==> src/rtl/adau1761_init.sv <==
// ADAU1761 power-up sequencer: walks a fixed register table and writes each
// entry over open-drain I2C, retrying NACKed writes, then raises enabled.
module adau1761_init #(
  parameter int unsigned CLK_DIV      = 62,
  parameter int unsigned STARTUP_WAIT = 2_000_000,
  parameter int unsigned MAX_RETRIES  = 3,
  parameter logic [6:0]  DEV_ADDR     = 7'h38,
  parameter int unsigned NUM_WRITES   = 16
) (
  input  logic                          clk,
  input  logic                          reset,
  input  logic                          start,
  input  logic                          sda_i,
  output logic                          scl_oe,
  output logic                          sda_oe,
  output logic                          busy,
  output logic                          enabled,
  output logic                          error,
  output logic [$clog2(NUM_WRITES)-1:0] fail_index
);

  localparam int unsigned QW = $clog2(CLK_DIV);
  localparam int unsigned IW = $clog2(NUM_WRITES);
  localparam int unsigned RW = $clog2(MAX_RETRIES + 1);
  localparam int unsigned WW = $clog2(STARTUP_WAIT + 1);

  typedef enum logic [2:0] {
    S_WAIT, S_START, S_BYTE, S_STOP, S_GAP, S_DONE, S_ERROR
  } state_t;

  state_t          state;
  logic [QW-1:0]   q_cnt;
  logic [1:0]      phase;
  logic [3:0]      bit_cnt;
  logic [1:0]      byte_cnt;
  logic [IW-1:0]   index;
  logic [RW-1:0]   retry;
  logic            nack;
  logic [WW-1:0]   wait_cnt;
  logic            q_end;
  logic [23:0]     entry;
  logic [7:0]      tx_byte;
  logic            tx_bit;
  logic            scl_c;
  logic            sda_c;

  // Codec register table: {reg_addr[15:0], data[7:0]}
  function automatic logic [23:0] cfg_entry(input logic [IW-1:0] idx);
    logic [23:0] e;
    e = 24'h0;
    case (4'(idx))
      4'd0:  e = 24'h4000_01;  // clock control: core clock on
      4'd1:  e = 24'h400A_01;
      4'd2:  e = 24'h400B_05;
      4'd3:  e = 24'h400C_01;
      4'd4:  e = 24'h400D_05;
      4'd5:  e = 24'h4015_01;
      4'd6:  e = 24'h4016_00;
      4'd7:  e = 24'h4017_00;
      4'd8:  e = 24'h4019_13;
      4'd9:  e = 24'h401C_21;
      4'd10: e = 24'h401E_41;
      4'd11: e = 24'h4023_E7;
      4'd12: e = 24'h4024_E7;
      4'd13: e = 24'h4029_03;
      4'd14: e = 24'h402A_03;
      4'd15: e = 24'h40F9_7F;  // digital power / serial port clocks on
      default: e = 24'h0;
    endcase
    return e;
  endfunction

  assign q_end = (q_cnt == QW'(CLK_DIV - 1));
  assign entry = cfg_entry(index);

  always_comb begin
    tx_byte = {DEV_ADDR, 1'b0};
    case (byte_cnt)
      2'd1:    tx_byte = entry[23:16];
      2'd2:    tx_byte = entry[15:8];
      2'd3:    tx_byte = entry[7:0];
      default: tx_byte = {DEV_ADDR, 1'b0};
    endcase
  end

  // MSB first: bit_cnt 0..7 selects bit 7..0
  assign tx_bit = tx_byte[~bit_cnt[2:0]];

  // Sequencer
  always_ff @(posedge clk or negedge reset) begin
    if (!reset) begin
      state      <= S_WAIT;
      q_cnt      <= '0;
      phase      <= '0;
      bit_cnt    <= '0;
      byte_cnt   <= '0;
      index      <= '0;
      retry      <= '0;
      nack       <= 1'b0;
      wait_cnt   <= '0;
      fail_index <= '0;
    end else begin
      case (state)
        S_WAIT: begin
          if (wait_cnt == WW'(STARTUP_WAIT - 1)) begin
            state <= S_START;
            index <= '0;
            retry <= '0;
            q_cnt <= '0;
            phase <= '0;
          end else begin
            wait_cnt <= wait_cnt + 1'b1;
          end
        end
        S_DONE, S_ERROR: begin
          if (start) begin
            state <= S_START;
            index <= '0;
            retry <= '0;
            q_cnt <= '0;
            phase <= '0;
          end
        end
        default: begin
          q_cnt <= q_end ? '0 : q_cnt + 1'b1;
          if (state == S_BYTE && bit_cnt == 4'd8 && phase == 2'd3 && q_cnt == '0)
            nack <= sda_i;
          if (q_end) begin
            phase <= phase + 1'b1;
            case (state)
              S_START: begin
                if (phase == 2'd1) begin
                  state    <= S_BYTE;
                  phase    <= '0;
                  bit_cnt  <= '0;
                  byte_cnt <= '0;
                  nack     <= 1'b0;
                end
              end
              S_BYTE: begin
                if (phase == 2'd3) begin
                  if (bit_cnt == 4'd8) begin
                    bit_cnt <= '0;
                    if (nack || byte_cnt == 2'd3) state <= S_STOP;
                    else byte_cnt <= byte_cnt + 1'b1;
                  end else begin
                    bit_cnt <= bit_cnt + 1'b1;
                  end
                end
              end
              S_STOP: begin
                if (phase == 2'd2) begin
                  state <= S_GAP;
                  phase <= '0;
                end
              end
              S_GAP: begin
                if (phase == 2'd3) begin
                  if (nack) begin
                    if (retry < RW'(MAX_RETRIES)) begin
                      retry <= retry + 1'b1;
                      state <= S_START;
                    end else begin
                      fail_index <= index;
                      state      <= S_ERROR;
                    end
                  end else if (index == IW'(NUM_WRITES - 1)) begin
                    state <= S_DONE;
                  end else begin
                    index <= index + 1'b1;
                    retry <= '0;
                    state <= S_START;
                  end
                end
              end
              default: ;
            endcase
          end
        end
      endcase
    end
  end

  // Line drive for the current state/phase; registered below
  always_comb begin
    scl_c = 1'b0;
    sda_c = 1'b0;
    case (state)
      S_START: begin
        sda_c = 1'b1;
        scl_c = (phase == 2'd1);
      end
      S_BYTE: begin
        scl_c = ~phase[1];
        sda_c = (bit_cnt == 4'd8) ? 1'b0 : ~tx_bit;
      end
      S_STOP: begin
        scl_c = (phase == 2'd0);
        sda_c = (phase != 2'd2);
      end
      default: ;
    endcase
  end

  always_ff @(posedge clk or negedge reset) begin
    if (!reset) begin
      scl_oe  <= 1'b0;
      sda_oe  <= 1'b0;
      busy    <= 1'b0;
      enabled <= 1'b0;
      error   <= 1'b0;
    end else begin
      scl_oe  <= scl_c;
      sda_oe  <= sda_c;
      busy    <= (state != S_DONE) && (state != S_ERROR);
      enabled <= (state == S_DONE);
      error   <= (state == S_ERROR);
    end
  end

endmodule

==> config.mk <==
export PLATFORM = sky130hd
export DESIGN_NAME = adau1761_init
export DESIGN_NICKNAME = d
export VERILOG_FILES = /design/src/rtl/adau1761_init.sv
export SDC_FILE = /design/constraint.sdc
export NUM_CORES = 1
export LEC_CHECK = 0
export CAP_MARGIN = 20
export CELL_PAD_IN_SITES_DETAIL_PLACEMENT = 0
export CELL_PAD_IN_SITES_GLOBAL_PLACEMENT = 1
export CORE_ASPECT_RATIO = 2
export CORE_MARGIN = 2
export CORE_UTILIZATION = 48
export CTS_CLUSTER_DIAMETER = 60
export CTS_CLUSTER_SIZE = 28
export DETAILED_ROUTE_END_ITERATION = 7
export PLACE_DENSITY = 0.87
export SLEW_MARGIN = 40
export SYNTH_ARGS = -nofsm -noshare
export SYNTH_HDL_FRONTEND = slang
export SYNTH_SLANG_ARGS = --single-unit
==> constraint.sdc <==
create_clock -name clk -period 2.4 [get_ports clk]
set_input_delay 0.72 -clock clk [delete_from_list [all_inputs] [get_ports clk]]
set_output_delay 0.72 -clock clk [all_outputs]
set_load 0.05 [all_outputs]
== Word-level counts from Yosys, hierarchy flattened ==
Memories as Yosys holds them, arrays and structs flattened.
Index checks and enable logic that the tools add are counted.
W data, S select, Z words.
Operators by class
  $add $sub $neg: 7
  order comparisons: 2
  equal/unequal tests: 35
  mux-type cells: 59
  bitwise logic cells: 6
  reduce and logical (&&, ||, !) cells: 24
Operators by type and width (count)
  $mux W4: 10
  $mux W3: 12
  $mux W2: 15
  $pmux W8 S3: 1
  $add A21 B1 Y21 const B: 1
  $eq A21 B21 Y1 const B: 1
  $reduce_and A7 Y1: 3
  $mux W6: 3
  $ne A4 B1 Y1 const B: 4
  $ne A4 B2 Y1 const B: 4
  $pmux W2 S2: 4
  $pmux W4 S2: 2
  $pmux W3 S4: 1
  $pmux W6 S2: 1
  $ne A2 B2 Y1 const B: 5
  $reduce_and A10 Y1: 1
  $eq A3 B3 Y1 const B: 3
  $reduce_bool A3 Y1: 3
  $add A4 B1 Y4 const B: 2
  $eq A2 B2 Y1 const B: 4
  $eq A4 B4 Y1 const B: 2
  $add A2 B1 Y2 const B: 3
  $add A6 B1 Y6 const B: 1
  $eq A3 B2 Y1 const B: 2
  27 further kinds: 45
Word-level totals
  bits in registers: 54
  ROM bits: 256
  input bits: 4
  output and inout bits: 9
  memories: 1
Memory list
  (no name shown): words 16, width 16, read ports 1, clocked after Yosys merged registers in 0, write ports 0, line 51  | case (4'(idx))

== Depth between registers and ports, before layout ==
  depth in word-level cells: 8
  depth in mapped cells: 8
  mapped depth without buffers: 8

== Worst setup path before layout ==
Ideal clock, no wire load.
  kind: register to register
  start point: register wait_cnt[13]
  end point: register index[0]
  setup time: 0.125 ns
  data arrival time: 2.124 ns
  required time: 2.275 ns
  setup slack: 0.151 ns
  cell stages (with the launch flop): 6
  path buffers: 0
  period minus slack after synthesis: 2.249 ns
  cells stage by stage: dfrtp_1 > or4b_4 > nor4_4 > o211ai_4 > or3_4 > mux2_2
Between the ends
  cells in the longest elaborated chain, start to end: 3
Ends and longest elaborated chain
  from (decl): line 39  | logic [WW-1:0] wait_cnt;
  from (signal assigned): line 112  | wait_cnt <= wait_cnt + 1'b1;
  $eq A21 B21 Y1: line 105  | if (wait_cnt == WW'(STARTUP_WAIT - 1)) begin
  $ne A2 B2 Y1 (no line)
  $reduce_and A7 Y1 (no line)
  to (signal assigned): line 170  | index <= index + 1'b1;
  to (decl): line 36  | logic [IW-1:0] index;
Every way passes these cells.
A chain may end at the register's enable or synchronous reset.

== Worst setup path after layout ==
  start point: register wait_cnt[12]
  end point: register wait_cnt[1]
Between the ends
  cells in the longest elaborated chain, start to end: 3
Ends and longest elaborated chain (line)
  $eq A21 B21 Y1: 105
  $not A1 Y1 (no line)
  $reduce_and A2 Y1 (no line)
Every way passes these cells.

==> qor.txt <==
Die Area: 0.00814 sq mm
Vias: 2979
Worst path slowest cell: or4b_1
Initial Utilization: 49.2%
Worst hold margin: 0.473 ns
Initial antenna violation count: 0
Htree depth: 2
Final #Nets: 437
ANT cells: 0
Total CTS buffers: 5
CP Cell Sequence: or4b_1 -> nor4_4 -> buf_4 -> a21o_1 -> buf_4 -> mux2_2
Number of synthesized flops with an enable pin: 0
Final wirelength: 8.42 mm
Hold Violations, Final: 0
Chip Height: 126 um
Setup Viol. Count Final: 0
ANT nets after route: 0
Worst Setup EP: wait_cnt[1]
# hold bufs at CTS: 0
Wire length of the first global-routing pass: 14.4 mm
Switching power: 0.371 mW
VDD IR-drop max: 0.437 mV
Area contributors post-synth: dfrtp_1 (38%), ha_1 (8.1%), nand3_1 (3.2%)
Sequential share of the synthesized area: 38.1%
Mean Syn Cell Area: 9.42 sq um
Maxcap violations: 0
DRC errors left: 0
Worst-skew pair later-pin latency: 0.30 ns
CP max stage delay: 0.58 ns
Worst setup path category: reg -> reg
Hold path depth: 1
Leak: 1.79 nW
Synth cell types: 63
Worst hold path class: reg -> reg
Via density per instance: 5.92
# Post-CTS Setup Buffers: 0
F_max: 0.437 GHz
Gr usage total: 22.6%
Power share of the clock group: 44.5%
Internal power: 1.31 mW
Top_reg_cell synth: dfrtp_1
RSZ-0062 raised after global routing: no
Dpl ws: 0.108 ns
R2r endpoint: wait_cnt[1]
Die Wd: 64.8 um
CTS tree: built
Switch share: 22.1%
CP Max Fanout: 5
# rows: 44
Worst slew margin: 53.4%
Synth top cells by count: dfrtp_1 (54), nand2_1 (27), ha_1 (23), nand3_1 (23), o21ai_0 (22)
Area of the core: 0.00721 sq mm
RD Place Congestion: 0.930
Crit-path most repeated cell: buf_4
PortBufs: 12
Largest net degree at the start of global routing: 55
Area Overhead vs Synth: 15.9%
CTS Buffer Depth: 2
RR Startpoint: wait_cnt[12]
Vias in the first global route: 3009
Yosys warns: 0
DRT Pass-1 Iters: 4
Yosys top cell area share: 38.1%
Worst setup path startpoint: wait_cnt[12]
CP endpoint kind: register
Post-layout min period: 2.29 ns
Slew @ Worst Pin: 0.700 ns
Layout cell share with drive strength beyond 1: 15.3%
Largest area contributor in the netlist: dfrtp_1
Synth Cell Area: 0.00355 sq mm
Worst r2r path cells: 6
Grt ovf: 0
Setup Skew: 0.00952 ns
Post-synth ARST share: 100%
Setup TNS: 0 ns
DP HPWL: 6.38 mm
Worst setup margin: 0.109 ns
CP arrival: 2.48 ns
Worst reg-to-reg setup slack: 0.11 ns
Root buf cell: clkbuf_16
Syn Inst Count: 377
I/O pins: 13
Iteration-0 DRC Markers: 137
Status: complete, no violations
Sequential cell fraction of total power: 54.2%
Startpoint types: register
Clk slew on worst S/H paths: 0.07 ns
WL/cell: 16.7 um
Data required time of the worst path: 2.59 ns
Count leader, synth: dfrtp_1
#FFs+latches synth: 54
Fin crit share: 95.4%
Combinational share of power: 1.4%
Pwr dens: 408 mW/mm^2
Final-report max-slew violation count: 0
Clk sink count: 54
Net Count, Synth: 404
==> cell type report <==
class	count	area, sq um
Sequential cell	54	1350
Clock inverter	3	25.0
Inverter	21	78.8
Multi-Input combinational cell	283	2060
Fill cell	669	3100
Clock buffer	5	125
Tap cell	92	115
Timing Repair Buffer	45	363
==> state kept, by name, summed over array words and instances (netlist names), 2 cells and up <==
| name | cells |
|---|---|
| retry | 2 |
| bit_cnt | 4 |
| q_cnt | 6 |
| index | 4 |
| phase | 2 |
| fail_index | 4 |
| byte_cnt | 2 |
| state | 3 |
| wait_cnt | 21 |
==> cells in the final DEF (no fill, tap or decap), drive strengths merged, types with 3 or more instances in the layout <==
cell type      count
nand2             27
mux2i              3
clkdlybuf4s50     11
ha                23
nand3             23
nor3b              3
nor2              19
a2111oi            3
o41ai              3
o21ai             23
clkbuf             5
a22o               4
nor3               5
a21o               3
a21oi             10
or2                3
inv               22
nor2b              5
nor4b              3
o31ai              8
a211oi             3
xor2              11
dfrtp             54
a31oi              3
nand4              8
xnor2             12
nand3b             8
mux2               7
or4b               4
and3              13
o211ai             7
nor4               8
buf               34
nand2b             7
==> routing by layer <==
layer	global-route usage, %	wire length (um)	share of wire [%]
met2	42.7	4880	58
met1	23.4	3080	37
met5	0	0	0
met4	11.5	303	3.6
met3	2.59	158	1.9
==> stage by stage <==
step                power (mW)  instance area (sq um)  cells  utilization [%]
CTS                       1.70                   4100    503             56.9
finish                    1.68                   4110    503             57.0
global route              1.73                   4110    503             57.0
global placement         0.950                   3950    495             54.8
detailed placement       0.951                   3950    495             54.8
floorplan                0.928                   3550    377                -
==> how the worst min path moves through the flow <==
| stage | startpoint | endpoint | slack (ns) |
|---|---|---|---|
| after global routing | wait_cnt[20] | wait_cnt[20] | 0.50 |
| after global placement | wait_cnt[20] | wait_cnt[20] | 0.45 |
| after floorplan | reset | bit_cnt[0] | 0.42 |
| final | wait_cnt[20] | wait_cnt[20] | 0.47 |
| after detailed placement | wait_cnt[20] | wait_cnt[20] | 0.46 |
| after CTS | wait_cnt[20] | wait_cnt[20] | 0.47 |
==> critical path: cells and delay by family, from the launching register on <==
family          cells  cell delay, ns
flops               1            0.42
mux                 1            0.32
simple gates        2            0.94
buf+inv             2            0.34
compound gates      1            0.16
==> power by group through the flow <==
stage	registers (mW)	clock network, mW	logic (mW)
after floorplan	0.927	0	0.000283
after global placement	0.927	0	0.0234
after detailed placement	0.927	0	0.0244
after CTS	0.909	0.768	0.0241
after global routing	0.909	0.797	0.0269
final	0.909	0.746	0.0228
==> kinds of logic (layout without fill, tap and decap cells) <==
logic type	after synthesis	after routing	share of synthesized area (%)
AOI/OAI and AO/OA	82	82	16.7
xor gates and xnor gates	23	23	5.67
adders and majority gates	23	23	8.11
buffers and inverters	40	74	4.37
DFF	54	54	38.1
muxes	11	11	3.70
and+or+nand+nor	144	144	23.3
==> repair_timing <==
action	4_1_cts	5_1_grt
resized for setup	0	2
endpoints found under the setup margin	0	2
endpoints found under the hold margin	0	0
(Power assumes the default switching activity.)
